<file path="src/rtl/fpnew_pkg.sv">
// Shared FPU types used by the request scheduler: rounding modes, operation
// codes, formats, the IEEE status flags and the packed issue request.
// sched_idx_width() gives the number of tag bits that carry a requester index.
package fpnew_pkg;

  // Operand width of the shared fpnew_top instance (its Features.Width).
  localparam int unsigned SCHED_WIDTH  = 64;
  localparam int unsigned NUM_OPERANDS = 3;

  typedef enum logic [2:0] {
    RNE = 3'b000,
    RTZ = 3'b001,
    RDN = 3'b010,
    RUP = 3'b011,
    RMM = 3'b100,
    ROD = 3'b101,
    DYN = 3'b111
  } roundmode_e;

  typedef enum logic [3:0] {
    FMADD, FNMSUB, ADD, MUL, DIV, SQRT, SGNJ, MINMAX,
    CMP, CLASSIFY, F2F, F2I, I2F, CPKAB, CPKCD
  } operation_e;

  typedef enum logic [2:0] {
    FP32, FP64, FP16, FP8, FP16ALT
  } fp_format_e;

  typedef enum logic [1:0] {
    INT8, INT16, INT32, INT64
  } int_format_e;

  typedef struct packed {
    logic NV;
    logic DZ;
    logic OF;
    logic UF;
    logic NX;
  } status_t;

  // Everything a requester hands to the FPU for one operation.
  typedef struct packed {
    logic [NUM_OPERANDS-1:0][SCHED_WIDTH-1:0] operands;
    roundmode_e                               rnd_mode;
    operation_e                               op;
    logic                                     op_mod;
    fp_format_e                               src_fmt;
    fp_format_e                               dst_fmt;
    int_format_e                              int_fmt;
    logic                                     vectorial_op;
  } sched_req_t;

  // Index bits needed to name one of n requesters (at least one bit).
  function automatic int unsigned sched_idx_width(int unsigned n);
    return (n > 1) ? unsigned'($clog2(n)) : 1;
  endfunction

endpackage

</file>
<file path="src/rtl/fpnew_req_scheduler_arb.sv">
// Round-robin arbiter with grant lock and valid/ready semantics, behaving like
// rr_arb_tree with LockIn=1 and AxiVldRdy=1. Once a grant is shown and not
// yet accepted it stays on the same input until gnt_i. The priority pointer
// moves to winner+1 on acceptance; flush drops the lock but keeps the pointer.
module fpnew_req_scheduler_arb #(
  parameter int unsigned NumIn    = 2,
  parameter int unsigned IdxWidth = 1
) (
  input  logic                clk_i,
  input  logic                rst_ni,
  input  logic                flush_i,
  input  logic [NumIn-1:0]    req_i,
  input  logic                gnt_i,
  output logic                valid_o,
  output logic [IdxWidth-1:0] idx_o
);

  logic [IdxWidth-1:0] rr_ptr_q;
  logic                lock_q;
  logic [IdxWidth-1:0] lock_idx_q;

  logic                hi_found;
  logic [IdxWidth-1:0] hi_idx;
  logic                lo_found;
  logic [IdxWidth-1:0] lo_idx;
  logic                lock_hit;

  // Lowest request at/above the pointer, and lowest request overall (wrap).
  always_comb begin
    hi_found = 1'b0;
    hi_idx   = '0;
    lo_found = 1'b0;
    lo_idx   = '0;
    for (int i = NumIn - 1; i >= 0; i--) begin
      if (req_i[i]) begin
        lo_found = 1'b1;
        lo_idx   = IdxWidth'(i);
        if (IdxWidth'(i) >= rr_ptr_q) begin
          hi_found = 1'b1;
          hi_idx   = IdxWidth'(i);
        end
      end
    end
  end

  // A held grant wins as long as its requester still asks.
  assign lock_hit = lock_q && req_i[lock_idx_q];
  assign idx_o    = lock_hit ? lock_idx_q : (hi_found ? hi_idx : lo_idx);
  assign valid_o  = lo_found && !flush_i;

  // Pointer advance on acceptance, lock capture while the FPU stalls.
  always_ff @(posedge clk_i or negedge rst_ni) begin
    if (!rst_ni) begin
      rr_ptr_q   <= '0;
      lock_q     <= 1'b0;
      lock_idx_q <= '0;
    end else if (flush_i) begin
      lock_q <= 1'b0;
    end else if (valid_o) begin
      if (gnt_i) begin
        lock_q   <= 1'b0;
        rr_ptr_q <= (idx_o == IdxWidth'(NumIn - 1)) ? '0 : idx_o + 1'b1;
      end else begin
        lock_q     <= 1'b1;
        lock_idx_q <= idx_o;
      end
    end
  end

endmodule

</file>
<file path="src/rtl/fpnew_req_scheduler.sv">
// Shares one fpnew_top between NumReq requesters. Issues are arbitrated
// round-robin among requesters that still hold a credit; the requester index
// rides in the top bits of the FPU tag and steers the result back.
// Optional feature macro: FPNEW_SCHED_PERF_EN builds the per-requester
// saturating issue counters behind perf_issued_o (tied to zero otherwise).
module fpnew_req_scheduler
  import fpnew_pkg::*;
#(
  parameter int unsigned  NumReq         = 2,
  parameter int unsigned  MaxOutstanding = 4,
  parameter int unsigned  Width          = 64,
  parameter int unsigned  UserTagWidth   = 4,
  localparam int unsigned IdxWidth       = sched_idx_width(NumReq),
  localparam int unsigned CntWidth       = $clog2(MaxOutstanding + 1),
  localparam int unsigned TagWidth       = IdxWidth + UserTagWidth
) (
  input  logic                                 clk_i,
  input  logic                                 rst_ni,
  input  logic                                 flush_i,
  input  logic [NumReq-1:0]                    req_valid_i,
  output logic [NumReq-1:0]                    req_ready_o,
  input  sched_req_t [NumReq-1:0]              req_i,
  input  logic [NumReq-1:0][UserTagWidth-1:0]  req_tag_i,
  output logic                                 fpu_valid_o,
  input  logic                                 fpu_ready_i,
  output sched_req_t                           fpu_req_o,
  output logic [TagWidth-1:0]                  fpu_tag_o,
  output logic                                 fpu_flush_o,
  input  logic                                 fpu_out_valid_i,
  output logic                                 fpu_out_ready_o,
  input  logic [Width-1:0]                     fpu_result_i,
  input  status_t                              fpu_status_i,
  input  logic [TagWidth-1:0]                  fpu_tag_i,
  output logic [NumReq-1:0]                    rsp_valid_o,
  input  logic [NumReq-1:0]                    rsp_ready_i,
  output logic [Width-1:0]                     rsp_result_o,
  output status_t                              rsp_status_o,
  output logic [UserTagWidth-1:0]              rsp_tag_o,
  output logic                                 busy_o,
  output logic [NumReq-1:0][31:0]              perf_issued_o
);

  logic [NumReq-1:0]   elig;
  logic [NumReq-1:0]   inc;
  logic [NumReq-1:0]   dec;
  logic [CntWidth-1:0] cnt_q [NumReq];

  logic                arb_valid;
  logic [IdxWidth-1:0] win_idx;
  logic [IdxWidth-1:0] rsp_idx;
  logic                idx_ok;
  logic                rsp_active;

  // ---------------------------------------------------------------- issue
  fpnew_req_scheduler_arb #(
    .NumIn    (NumReq),
    .IdxWidth (IdxWidth)
  ) i_arb (
    .clk_i   (clk_i),
    .rst_ni  (rst_ni),
    .flush_i (flush_i),
    .req_i   (elig),
    .gnt_i   (fpu_ready_i),
    .valid_o (arb_valid),
    .idx_o   (win_idx)
  );

  // Valid is built from requests and credits only, never from fpu_ready_i,
  // because fpnew_top derives its ready from our valid.
  assign fpu_valid_o = rst_ni && arb_valid;
  assign fpu_req_o   = req_i[win_idx];
  assign fpu_tag_o   = {win_idx, req_tag_i[win_idx]};
  assign fpu_flush_o = flush_i;

  // ------------------------------------------------------------- response
  assign rsp_idx      = fpu_tag_i[TagWidth-1 -: IdxWidth];
  assign rsp_result_o = fpu_result_i;
  assign rsp_status_o = fpu_status_i;
  assign rsp_tag_o    = fpu_tag_i[UserTagWidth-1:0];

  // With a power-of-two requester count every index is legal.
  if (NumReq == (1 << IdxWidth)) begin : g_idx_full
    assign idx_ok = 1'b1;
  end else begin : g_idx_part
    assign idx_ok = ({1'b0, rsp_idx} < (IdxWidth + 1)'(NumReq));
  end

  assign rsp_active = rst_ni && !flush_i && fpu_out_valid_i && idx_ok;

  // Results are drained while flushing and when the index is bogus.
  assign fpu_out_ready_o = rst_ni && (flush_i || !idx_ok || rsp_ready_i[rsp_idx]);

  // ------------------------------------------------------ per requester
  for (genvar gi = 0; gi < NumReq; gi++) begin : g_req
    assign elig[gi]        = req_valid_i[gi] && (cnt_q[gi] < CntWidth'(MaxOutstanding));
    assign req_ready_o[gi] = fpu_valid_o && fpu_ready_i && (win_idx == IdxWidth'(gi));
    assign rsp_valid_o[gi] = rsp_active && (rsp_idx == IdxWidth'(gi));
    assign inc[gi]         = req_ready_o[gi];
    assign dec[gi]         = rsp_valid_o[gi] && rsp_ready_i[gi];

    // Outstanding-operation credit: +1 per issue, -1 per delivered result.
    always_ff @(posedge clk_i or negedge rst_ni) begin
      if (!rst_ni) begin
        cnt_q[gi] <= '0;
      end else if (flush_i) begin
        cnt_q[gi] <= '0;
      end else if (inc[gi] && !dec[gi]) begin
        cnt_q[gi] <= cnt_q[gi] + 1'b1;
      end else if (dec[gi] && !inc[gi]) begin
        cnt_q[gi] <= cnt_q[gi] - 1'b1;
      end
    end

    // A result for a requester with nothing in flight means a corrupted tag.
    a_no_underflow : assert property (@(posedge clk_i) disable iff (!rst_ni)
      dec[gi] |-> (cnt_q[gi] != '0));

    a_no_overflow : assert property (@(posedge clk_i) disable iff (!rst_ni)
      (inc[gi] && !dec[gi]) |-> (cnt_q[gi] < CntWidth'(MaxOutstanding)));
  end

  a_rsp_idx_legal : assert property (@(posedge clk_i) disable iff (!rst_ni)
    fpu_out_valid_i |-> idx_ok);

  // Busy while any requester still owns an operation inside the FPU.
  always_comb begin
    busy_o = 1'b0;
    for (int i = 0; i < NumReq; i++) begin
      busy_o = busy_o | (cnt_q[i] != '0);
    end
  end

  // ---------------------------------------------------------- perf counters
`ifdef FPNEW_SCHED_PERF_EN
  logic [31:0] perf_q [NumReq];

  for (genvar gi = 0; gi < NumReq; gi++) begin : g_perf
    // Saturating issue count; survives flush, cleared only by reset.
    always_ff @(posedge clk_i or negedge rst_ni) begin
      if (!rst_ni) begin
        perf_q[gi] <= '0;
      end else if (inc[gi] && (perf_q[gi] != '1)) begin
        perf_q[gi] <= perf_q[gi] + 32'd1;
      end
    end
    assign perf_issued_o[gi] = perf_q[gi];
  end
`else
  assign perf_issued_o = '0;
`endif

endmodule
</file>
<file path="config.mk">
export PLATFORM = sky130hd
export DESIGN_NAME = fpnew_req_scheduler
export DESIGN_NICKNAME = d
export VERILOG_FILES = /design/src/rtl/fpnew_pkg.sv /design/src/rtl/fpnew_req_scheduler_arb.sv /design/src/rtl/fpnew_req_scheduler.sv
export SDC_FILE = /design/constraint.sdc
export NUM_CORES = 1
export LEC_CHECK = 0
export ABC_AREA = 1
export BUFFER_PORTS_ARGS = -buffer_cell sky130_fd_sc_hd__buf_2
export CORE_AREA = 8 8 333 335
export DETAILED_ROUTE_END_ITERATION = 7
export DIE_AREA = 0 0 341 343
export PLACE_DENSITY = 0.3
export SYNTH_ARGS = -nofsm -noshare
export SYNTH_HDL_FRONTEND = slang
export SYNTH_HIERARCHICAL = 1
export SYNTH_SLANG_ARGS = --single-unit
</file>
<file path="constraint.sdc">
create_clock -name clk_i -period 2.6 [get_ports clk_i]
set_clock_uncertainty 0.05 [all_clocks]
set_input_delay 0.13 -clock clk_i [delete_from_list [all_inputs] [get_ports clk_i]]
set_output_delay 0.13 -clock clk_i [all_outputs]
set_load 0.1 [all_outputs]
</file>
After elaboration in Yosys (flattened, before gate mapping)
Cells that the tools add are included.
{"block": "totals", "output_inout_bits": 359, "mem_count": 0, "mem_bits_ro": 0, "wordCells": 83, "inputBits": 509, "regBits": 9, "ramBits": 0, "latch_bits": 0}
{"block": "classes", "reduce_logical": 32, "n_mul": 0, "eq_ne": 0, "bitwise": 5, "n_shift": 0, "muxes": 29, "div_mod_pow": 0, "order_cmp": 7, "add_sub_neg": 5}
{"operator": "$mux W209", "count": 2}
{"operator": "$logic_and A1 B1 Y1", "count": 19}
{"operator": "$mux W1", "count": 19}
{"operator": "$mux W3", "count": 6}
{"operator": "$reduce_bool A3 Y1", "count": 4}
{"operator": "$mux W4", "count": 2}
{"operator": "$add A3 B1 Y3 const B", "count": 2}
{"operator": "$lt A1 B2 Y1 const B", "count": 3}
{"operator": "$lt A3 B3 Y1 const B", "count": 2}
{"operator": "$reduce_and A3 Y1", "count": 2}
{"operator": "$sub A3 B1 Y3 const B", "count": 2}
{"operator": "$logic_not A1 Y1", "count": 5}
{"operator": "$not A1 Y1", "count": 4}
{"operator": "$ge A1 B1 Y1 const A", "count": 2}
{"operator": "$reduce_bool A2 Y1", "count": 1}
{"operator": "$add A1 B1 Y1 const B", "count": 1}
{"operator": "$logic_or A1 B1 Y1", "count": 1}
{"operator": "$or A1 B1 Y1", "count": 1}

Depth between registers and ports, before layout
Gate-level depths: netlist of run 1.
{"block": "logic_depth", "depth_word": 14, "ltp_mapped": 15, "mapped_depth_nobuf": 14}

Hierarchy
Netlist of run 1, hierarchy kept.
{"module": "fpnew_req_scheduler", "seq_area_each_um2": 150.1, "cells_per_inst": 903, "area_per_inst_um2": 4189.0, "instances": 1}
{"module": "fpnew_req_scheduler_arb", "seq_area_each_um2": 75.1, "cells_per_inst": 26, "area_per_inst_um2": 173.9, "instances": 1}

Worst setup path before layout of run 1
No wires, ideal clock.
{"block": "synth_timing", "path_kind": "register to register", "from": "reg cnt_q[5] (netlist bit)", "to": "reg cnt_q[3] (netlist bit)", "n_path_buf": 1, "t_arrival_ns": 2.719, "t_required_ns": 2.467, "period_less_slack_ns": 2.852, "setup_ns": 0.083, "path_slack_ns": -0.252, "stages_incl_launch_ff": 11, "cell_sequence": "dfrtp_1 -> nor2_1 -> nand3_1 -> nand2_1 -> inv_1 -> buf_2 -> nor2_1 -> o21ai_1 -> nand3_2 -> nand3_1 -> o21ai_0"}
{"block": "synth_via", "elab_chain_len": 11, "word_cells_on_any_way": 22, "classes_between": "order compare: 1; mux: 10; bitwise: 1; reduce/logical: 10"}
{"item": "start, declared", "line": "fpnew_req_scheduler.sv:46", "rtl": "logic [CntWidth-1:0] cnt_q [NumReq];"}
{"item": "start signal, assigned by index", "line": "fpnew_req_scheduler.sv:108", "rtl": "cnt_q[gi] <= cnt_q[gi] + 1'b1;"}
{"item": "start signal, assigned by index", "line": "fpnew_req_scheduler.sv:110", "rtl": "cnt_q[gi] <= cnt_q[gi] - 1'b1;"}
{"item": "$lt A3 B3 Y1 *", "line": "fpnew_req_scheduler.sv:95", "rtl": "assign elig[gi] = req_valid_i[gi] && (cnt_q[gi] < CntWidth'(MaxOutstanding));"}
{"item": "$logic_and A1 B1 Y1 *", "line": "fpnew_req_scheduler.sv:95"}
{"item": "net elig[0]", "line": "fpnew_req_scheduler.sv:43", "rtl": "logic [NumReq-1:0] elig;"}
{"item": "$mux W1 (not written as such) (2 in series)", "line": "fpnew_req_scheduler_arb.sv:47", "rtl": "assign lock_hit = lock_q && req_i[lock_idx_q];"}
{"item": "$logic_and A1 B1 Y1", "line": "fpnew_req_scheduler_arb.sv:47"}
{"item": "$mux W1 *", "line": "fpnew_req_scheduler_arb.sv:48", "rtl": "assign idx_o = lock_hit ? lock_idx_q : (hi_found ? hi_idx : lo_idx);"}
{"item": "net win_idx", "line": "fpnew_req_scheduler.sv:49", "rtl": "logic [IdxWidth-1:0] win_idx;"}
{"item": "$not A1 Y1 *", "line": "fpnew_req_scheduler.sv:96", "rtl": "assign req_ready_o[gi] = fpu_valid_o && fpu_ready_i && (win_idx == IdxWidth'(gi));"}
{"item": "$logic_and A1 B1 Y1 *", "line": "fpnew_req_scheduler.sv:96"}
{"item": "net req_ready_o[0]", "line": "fpnew_req_scheduler.sv:21", "rtl": "output logic [NumReq-1:0] req_ready_o,"}
{"item": "$logic_and A1 B1 Y1 or $logic_not A1 Y1 (tied branches)", "line": "fpnew_req_scheduler.sv:107, fpnew_req_scheduler.sv:109"}
{"item": "$mux W3 or $logic_and A1 B1 Y1 (tied branches)", "line": "fpnew_req_scheduler.sv:107, fpnew_req_scheduler.sv:109"}
{"item": "$mux W3 or $reduce_bool A3 Y1 (tied branches)"}
Mark *: on every way through the listed nets, which the timed path passes. The rest lies on a longest branch. The select of a mux whose other input is x is not followed.
A chain may end at the register's enable or synchronous reset.

==> results of run 1 <==
==> power by group <==
| group | internal [mW] | switching (mW) |
|---|---|---|
| clock | 0.206 | 0.0755 |
| sequential | 0.160 | 0.0117 |
| combinational | 1.99 | 5.14 |
==> cell usage after synthesis (all sizes together) <==
cell,instances
nand2,668
buf,182
inv,22
nor2,14
nand3,13
dfrtp,9
o21ai,7
clkbuf,4
fa,2
nand4,2
nor3,2
a21oi,1
a31oi,1
conb,1
xnor2,1
==> routing by layer <==
metal / up-vias / wire length, um / share of wire
met1: 3323 / 26900 / 0.38
met5: - / 33 / 0.00047
met2: 669 / 31900 / 0.45
li1: 3665 / - / -
met4: 4 / 969 / 0.014
met3: 128 / 10400 / 0.15
==> through the flow <==
stage | worst slack, ns | instances
after global placement | 0.266 | 2883
after detailed placement | 0.256 | 2883
after global routing | 0.0240 | 2889
after CTS | 0.00945 | 2888
final | 0.131 | 2891
after floorplan | 0.203 | 992
==> area by class of cell <==
type,instances,area [sq um],share of cell area
Multi-Input combinational cell,775,3030,0.262
Clock buffer,4,78.8,0.00682
Timing Repair Buffer,675,6370,0.551
Antenna cell,3,7.51,0.000649
Tap cell,1403,1760,0.152
Inverter,22,97.6,0.00844
Sequential cell,9,225,0.0195
==> worst paths after layout <==
path / to / slack, ns / depth (start not counted)
min: i_arb/rr_ptr_q$_DFFE_PN0P_ / 0.20 / 4
max reg2reg: cnt_q[4]$_DFFE_PN0P_ / 0.46 / 11
min in group asynchronous: cnt_q[3]$_DFFE_PN0P_ / 0.29 / 2
max in group asynchronous: i_arb/rr_ptr_q$_DFFE_PN0P_ / 1.95 / 2
min reg2reg: i_arb/rr_ptr_q$_DFFE_PN0P_ / 0.44 / 2
max: fpu_req_o[97] / 0.13 / 9
==> cell families (layout without fill, tap and decap cells) <==
logic type / Yosys count / in the layout
AO/OA/AOI/OAI: 9 / 9
XOR/XNOR: 1 / 1
adder cells (fa/ha/maj): 2 / 2
buffers and inverters: 208 / 701
flip-flops: 9 / 9
other: 1 / 67
AND/OR/NAND/NOR: 699 / 699
==> worst max-delay path, delay by kind of cell, from the launching register on <==
kind | cells | cell delay, ns
buf+inv | 4 | 0.61
simple gates | 5 | 0.84
flops | 1 | 0.40
==> state kept, by name, summed over array words and instances (netlist names) <==
register,cells
cnt_q,6
i_arb/lock_idx_q,1
i_arb/lock_q,1
i_arb/rr_ptr_q,1
==> repair_timing <==
item / CTS / global route
hold buffers: 1 / 0
hold endpoints to repair: 9 / 0
gates resized for setup: 1 / 29
pin swaps: 0 / 0
setup endpoints to repair: 1 / 36
==> run_results.csv, run 1 <==
group,metric,value,unit
final_layout,fillers,12600,
placed_design,io_buffers,657,
clock_network,cts_setup_buffers,0,
sta,worst_pin_slew,0.651,ns
synth,synth.distinct_cells,24,
setup_path,max_stage_delay,0.40,ns
synth,syn-mean-instance-area,4.70,sq um
grt,antenna_found_initial,75,
setup_path,crit_type,"register to output pin",
detailed_routing,drt_pass1_iterations,4,
detailed_routing,routed_via_density,2.69,
sta,hold-worst-slack,0.199,ns
clock_network,cts_made_buffers,3,
sta,drv_slew,0,
grt,grt_start_max_net_pins,89,
detailed_routing,drt-total-wl,70200,um
detailed_routing,wire_per_inst,24.3,um
placed_design,placed_area,11400,sq um
grt,grt_pass1_wl,86700,um
floorplan,fp.dieW,341,um
floorplan,core-area,106000,sq um
synth,synth-simple-area-share,0.615,
setup_path,critPathMaxFanout,88,
setup_path,setup.worst_path.start,"cnt_q[5]$_DFFE_PN0P_",
final_layout,post-route-util,0.109,
synth,synth_area,4360,sq um
setup_path,cp.arrival,2.29,ns
final_layout,nets,1997,
synth,synth_fa_ha_area_frac,0.00918,
grt,use_met1,0.129,
synth,synth_seq_cells,9,
sta,fin_tns_setup,0,ns
setup_path,worstPathRequired,2.42,ns
synth,muxShareOfSynthArea,0,
clock_network,cts_htree_levels,1,
floorplan,initial_core_util,0.0412,
final_layout,fin_area,11600,sq um
setup_path,cp-end-kind,"output pin",
clock_network,clkSlewWorstSetupHoldPaths,0.04,ns
grt,busiest_layer,"met2",
synth,synth_area_leaders,"nand2_1 (57%), buf_4 (24%), dfrtp_1 (5.2%)",
sta,rsz0062_at_grt,"false",
synth,yosysWarningCount,6,
synth,synth-xor-area-share,0.00201,
setup_path,worst_setup_path_start_kind,"register",
power_and_ir_drop,ir_drop,253,uV
synth,synth_top_family_by_area,"simple AND/OR/NAND/NOR gates",
final_layout,area_growth,165,%
detailed_routing,vias,7789,
synth,synth-seq-area-share,0.0516,
placed_design,dp_hpwl,66000,um
final_layout,drive_above_1_share,0.467,
sta,hold_violations,0,
floorplan,rows,120,
run_status,status,"complete, no violations",
synth,synth-compound-area-share,0.0106,
worst_hold_path,min_from,"fpu_ready_i",
setup_path,r2r_start,"cnt_q[5]$_DFFE_PN0P_",
final_layout,layout_common_cells,"nand2_1 (666), buf_2 (448), buf_12 (190), conb_1 (64), clkbuf_4 (24)",
power_and_ir_drop,p_total,7.58,mW
sta,fin_crit,2.47,ns
power_and_ir_drop,p_leak,6.20,nW
detailed_routing,ant_nets,0,
final_layout,final_common_cell,"nand2_1",
grt,grt-ovfl-total,0,
setup_path,crit_slowest_cell,"dfrtp_1",
clock_network,cts_num_sinks,9,
floorplan,io_pins,868,
placed_design,gp_congestion,0.843,
clock_network,clk_latency,0.24,ns
floorplan,die_area,117000,sq um
sta,fin_crit_sh,0.950,
synth,yosys.area.top_type,"nand2_1",
grt,global_route.usage.met3,0.0680,
grt,grtUsageMet2,0.185,
run,drv_cap,0,
synth,netlist_instances,929,
sta,relSlewSlack,0.569,
grt,grt_pass1_vias,7999,
clock_network,cts-root-buf,"clkbuf_16",
detailed_routing,drc_errors,0,
floorplan,die_h,343,um
synth,synth_top_area_frac,0.574,
sta,max_freq,405,MHz
detailed_routing,drtIter0Drc,370,
worst_hold_path,hold_path_class,"input port to register",
setup_path,path_cells,"nor2_1 -> nand3_1 -> nand2_2 -> inv_8 -> inv_8 -> buf_16 -> nand2_1 -> nand2_1 -> buf_12",
clock_network,cts_tree,"yes",
power_and_ir_drop,power_density,656,nW/um^2
clock_network,clock_path_buffers,2,
sta,setup_viol_count_final,0,
grt,track_usage,0.111,
Note: power is estimated with default switching activity, not from simulation.
==> run 2, diff against run 1 <==
--- a/config.mk
+++ b/config.mk
@@ -5,11 +5,10 @@
 export SDC_FILE = /design/constraint.sdc
 export NUM_CORES = 1
 export LEC_CHECK = 0
-export ABC_AREA = 1
 export BUFFER_PORTS_ARGS = -buffer_cell sky130_fd_sc_hd__buf_2
-export CORE_AREA = 8 8 333 335
+export CORE_AREA = 8 8 330 332
 export DETAILED_ROUTE_END_ITERATION = 7
-export DIE_AREA = 0 0 341 343
+export DIE_AREA = 0 0 338 340
 export PLACE_DENSITY = 0.3
 export SYNTH_ARGS = -nofsm -noshare
 export SYNTH_HDL_FRONTEND = slang
==> constraint.sdc (replaced) <==
create_clock -name clk_i -period 2.6 [get_ports clk_i]
set_clock_uncertainty 0.05 [all_clocks]
set_input_delay 0.13 -clock clk_i [delete_from_list [all_inputs] [get_ports clk_i]]
set_output_delay 0.13 -clock clk_i [all_outputs]
set_load 0.02 [all_outputs]
==> run 2 against run 1 <==
  * Wire length down 16%
  * Sequential power down 8%
  * Clock power down 2%
  * Critical endpoint is now fpu_req_o[93]
  * Utilization down 2.6 points
  * Fmax up 0.80%
  * Largest cell class unchanged
  * Final cell count down 16%
  * Global-route usage down 1.8 points
  * Sequential share of layout area up 0.66 points
  * Setup slack better by 0.020 ns
==> run_results.csv, run 2 <==
group,metric,value,unit
run_status,status,"complete, no violations",
synth,synth-xor-area-share,0.00586,
placed_design,io_buffers,657,
clock_network,cts_tree,"yes",
detailed_routing,ant_nets,0,
detailed_routing,drtIter0Drc,140,
floorplan,io_pins,868,
synth,yosysWarningCount,6,
final_layout,nets,1529,
final_layout,drive_above_1_share,0.879,
final_layout,instances_no_fill,2434,
final_layout,layout_common_cells,"buf_2 (657), mux2_2 (214), conb_1 (64), nor2_1 (12), dfrtp_1 (9)",
synth,synth.distinct_cells,36,
synth,synth_area,4270,sq um
power_and_ir_drop,power_density,317,nW/um^2
synth,syn-mean-instance-area,9.51,sq um
grt,grt_pass1_vias,5860,
floorplan,die_area,115000,sq um
detailed_routing,wl_met1,20100,um
final_layout,area_growth,102,%
power_and_ir_drop,p_total,2.74,mW
sta,hold_violations,0,
synth,yosys.area.top_type,"mux2_2",
clock_network,cts_made_buffers,3,
setup_path,cp.arrival,2.27,ns
floorplan,rows,119,
setup_path,cp-end-kind,"output pin",
setup_path,worst_setup_path_start_kind,"register",
synth,synth_area_leaders,"mux2_2 (56%), buf_4 (24%), dfrtp_1 (5.3%)",
synth,synth-edff-count,0,
final_layout,largest_register_ffs,6,
power_and_ir_drop,ir_drop,231,uV
placed_design,gp_congestion,0.797,
grt,track_usage,0.0932,
synth,synth_top_area_frac,0.564,
setup_path,critPathMaxFanout,58,
clock_network,clkSlewWorstSetupHoldPaths,0.04,ns
sta,max_freq,408,MHz
clock_network,clock_path_buffers,2,
detailed_routing,vias,5711,
grt,grt_start_max_net_pins,100,
detailed_routing,drc_errors,0,
sta,fin_crit,2.45,ns
clock_network,cts_htree_levels,1,
power_and_ir_drop,power.internal,1.28,mW
synth,synth_fa_ha_area_frac,0.00937,
setup_path,crit_buf_inv,2,
synth,synth-simple-area-share,0.0419,
setup_path,path_cells,"nor2b_2 -> and2_4 -> buf_12 -> mux2_2 -> buf_2",
synth,synth_seq_cells,9,
synth,synth_top_family_by_area,"multiplexers",
run,drv_cap,0,
clock_network,cts_num_sinks,9,
synth,netlist_instances,449,
sta,hold-worst-slack,0.171,ns
power_and_ir_drop,p_sw,1.46,mW
floorplan,fp.dieW,338,um
clock_network,cts-root-buf,"clkbuf_16",
synth,synthFlopType,"dfrtp_1",
setup_path,max_stage_delay,0.40,ns
power_and_ir_drop,comb_power_share,0.841,
detailed_routing,wire_per_inst,24.2,um
grt,grt-ovfl-total,0,
sta,fin_tns_setup,0,ns
synth,muxShareOfSynthArea,0.586,
synth,synth-async-reset-ratio,1.00,
final_layout,top_register,"cnt_q",
detailed_routing,drt_pass1_iterations,4,
detailed_routing,met2_length,25700,um
floorplan,initial_core_util,0.0410,
sta,setup_viol_count_final,0,
placed_design,dp.cells,2402,
setup_path,crit_slowest_cell,"dfrtp_1",
synth,yosysMostFrequentCell,"mux2_2",
grt,antenna_found_initial,88,
floorplan,die_h,340,um
grt,grt_pass1_wl,68700,um
detailed_routing,routed_via_density,2.35,
worst_hold_path,hold_path_class,"input port to register",
synth,synth-compound-area-share,0.0220,
setup_path,worstPathRequired,2.42,ns
sta,fin_crit_sh,0.942,
floorplan,core-area,104000,sq um
power_and_ir_drop,pwr-share-seq,0.058,
setup_path,cp_top_family,"simple AND/OR/NAND/NOR gates",
detailed_routing,drt-total-wl,58900,um
power_and_ir_drop,p_sw_frac,0.533,
final_layout,fillers,12300,
sta,drv_slew,0,
placed_design,dp_hpwl,56100,um
synth,synth_common_cells,"mux2_2 (214), buf_4 (139), buf_2 (23), nor2_1 (12), dfrtp_1 (9)",
detailed_routing,route.met3.wl,11100,um
power_and_ir_drop,clockPowerShare,0.101,
clock_network,cts_setup_buffers,0,
final_layout,final_common_cell,"buf_2",
detailed_routing,dr.max_layer_used,"met5",
synth,synth-seq-area-share,0.0527,
clock_network,clk_latency,0.23,ns
sta,rsz0062_at_grt,"false",
power_and_ir_drop,p_leak,4.06,nW
setup_path,crit_type,"register to output pin",
==> run 2: final timing paths <==
check,slack [ns],end,start,depth (start not counted)
worst max-delay path,0.15,fpu_req_o[93],cnt_q[2]$_DFFE_PN0P_,5
worst min-delay path,0.17,i_arb/rr_ptr_q$_DFFE_PN0P_,fpu_ready_i,2
worst max register to register,0.21,cnt_q[5]$_DFFE_PN0P_,cnt_q[2]$_DFFE_PN0P_,8
worst min register to register,0.50,i_arb/lock_q$_DFFE_PN0P_,i_arb/lock_q$_DFFE_PN0P_,1
max in group asynchronous,1.97,cnt_q[4]$_DFFE_PN0P_,rst_ni,3
min in group asynchronous,0.37,cnt_q[1]$_DFFE_PN0P_,rst_ni,3
==> run 2: final cells by class <==
class | instances | area [sq um] | area share
antenna | 26 | 65.1 | 0.00753
timing repair buffer | 665 | 3410 | 0.395
sequential | 9 | 225 | 0.0261
multi-input combinational | 331 | 3090 | 0.357
inverter | 8 | 30.0 | 0.00348
clock buffer | 4 | 78.8 | 0.00913
tap | 1391 | 1740 | 0.201
==> run 2: per-layer routing <==
metal  GRT usage  vias up
met5           0        -
met4      0.0187       14
met3      0.0643      136
met2       0.150      589
met1       0.101     2431
li1            -     2541
==> run 2: metrics by stage <==
stage	util	setup WS, ns	instance area (sq um)
after floorplan	-	0.224	4510
after global placement	0.0812	0.123	8450
after detailed placement	0.0812	0.165	8450
after CTS	0.0821	0.0784	8550
after global routing	0.0825	0.00321	8590
final	0.0830	0.151	8640
==> run 2: cells by family (layout without fill, tap and decap cells) <==
group	Yosys count	in the layout
multiplexers	222	222
buffers and inverters	172	677
AND/OR/NAND/NOR	30	30
AO/OA/AOI/OAI	11	11
flip-flops	9	9
adder cells (fa/ha/maj)	2	2
XOR/XNOR	2	2
other	1	90
==> run 2: power by group through the flow <==
stage               Sequential, mW  Combinational, mW  Clock (mW)
floorplan                    0.159               1.50           0
global placement             0.162               2.35           0
detailed placement           0.161               2.33           0
CTS                          0.159               2.35       0.282
global route                 0.161               2.49       0.293
finish                       0.159               2.31       0.276
==> run 2: repair_timing <==
item                       in CTS  in global routing
hold buffers                    1                  0
setup endpoints to repair      27                  5
resized for setup               2                  1
hold endpoints to repair        9                  0
gates cloned                    0                  1
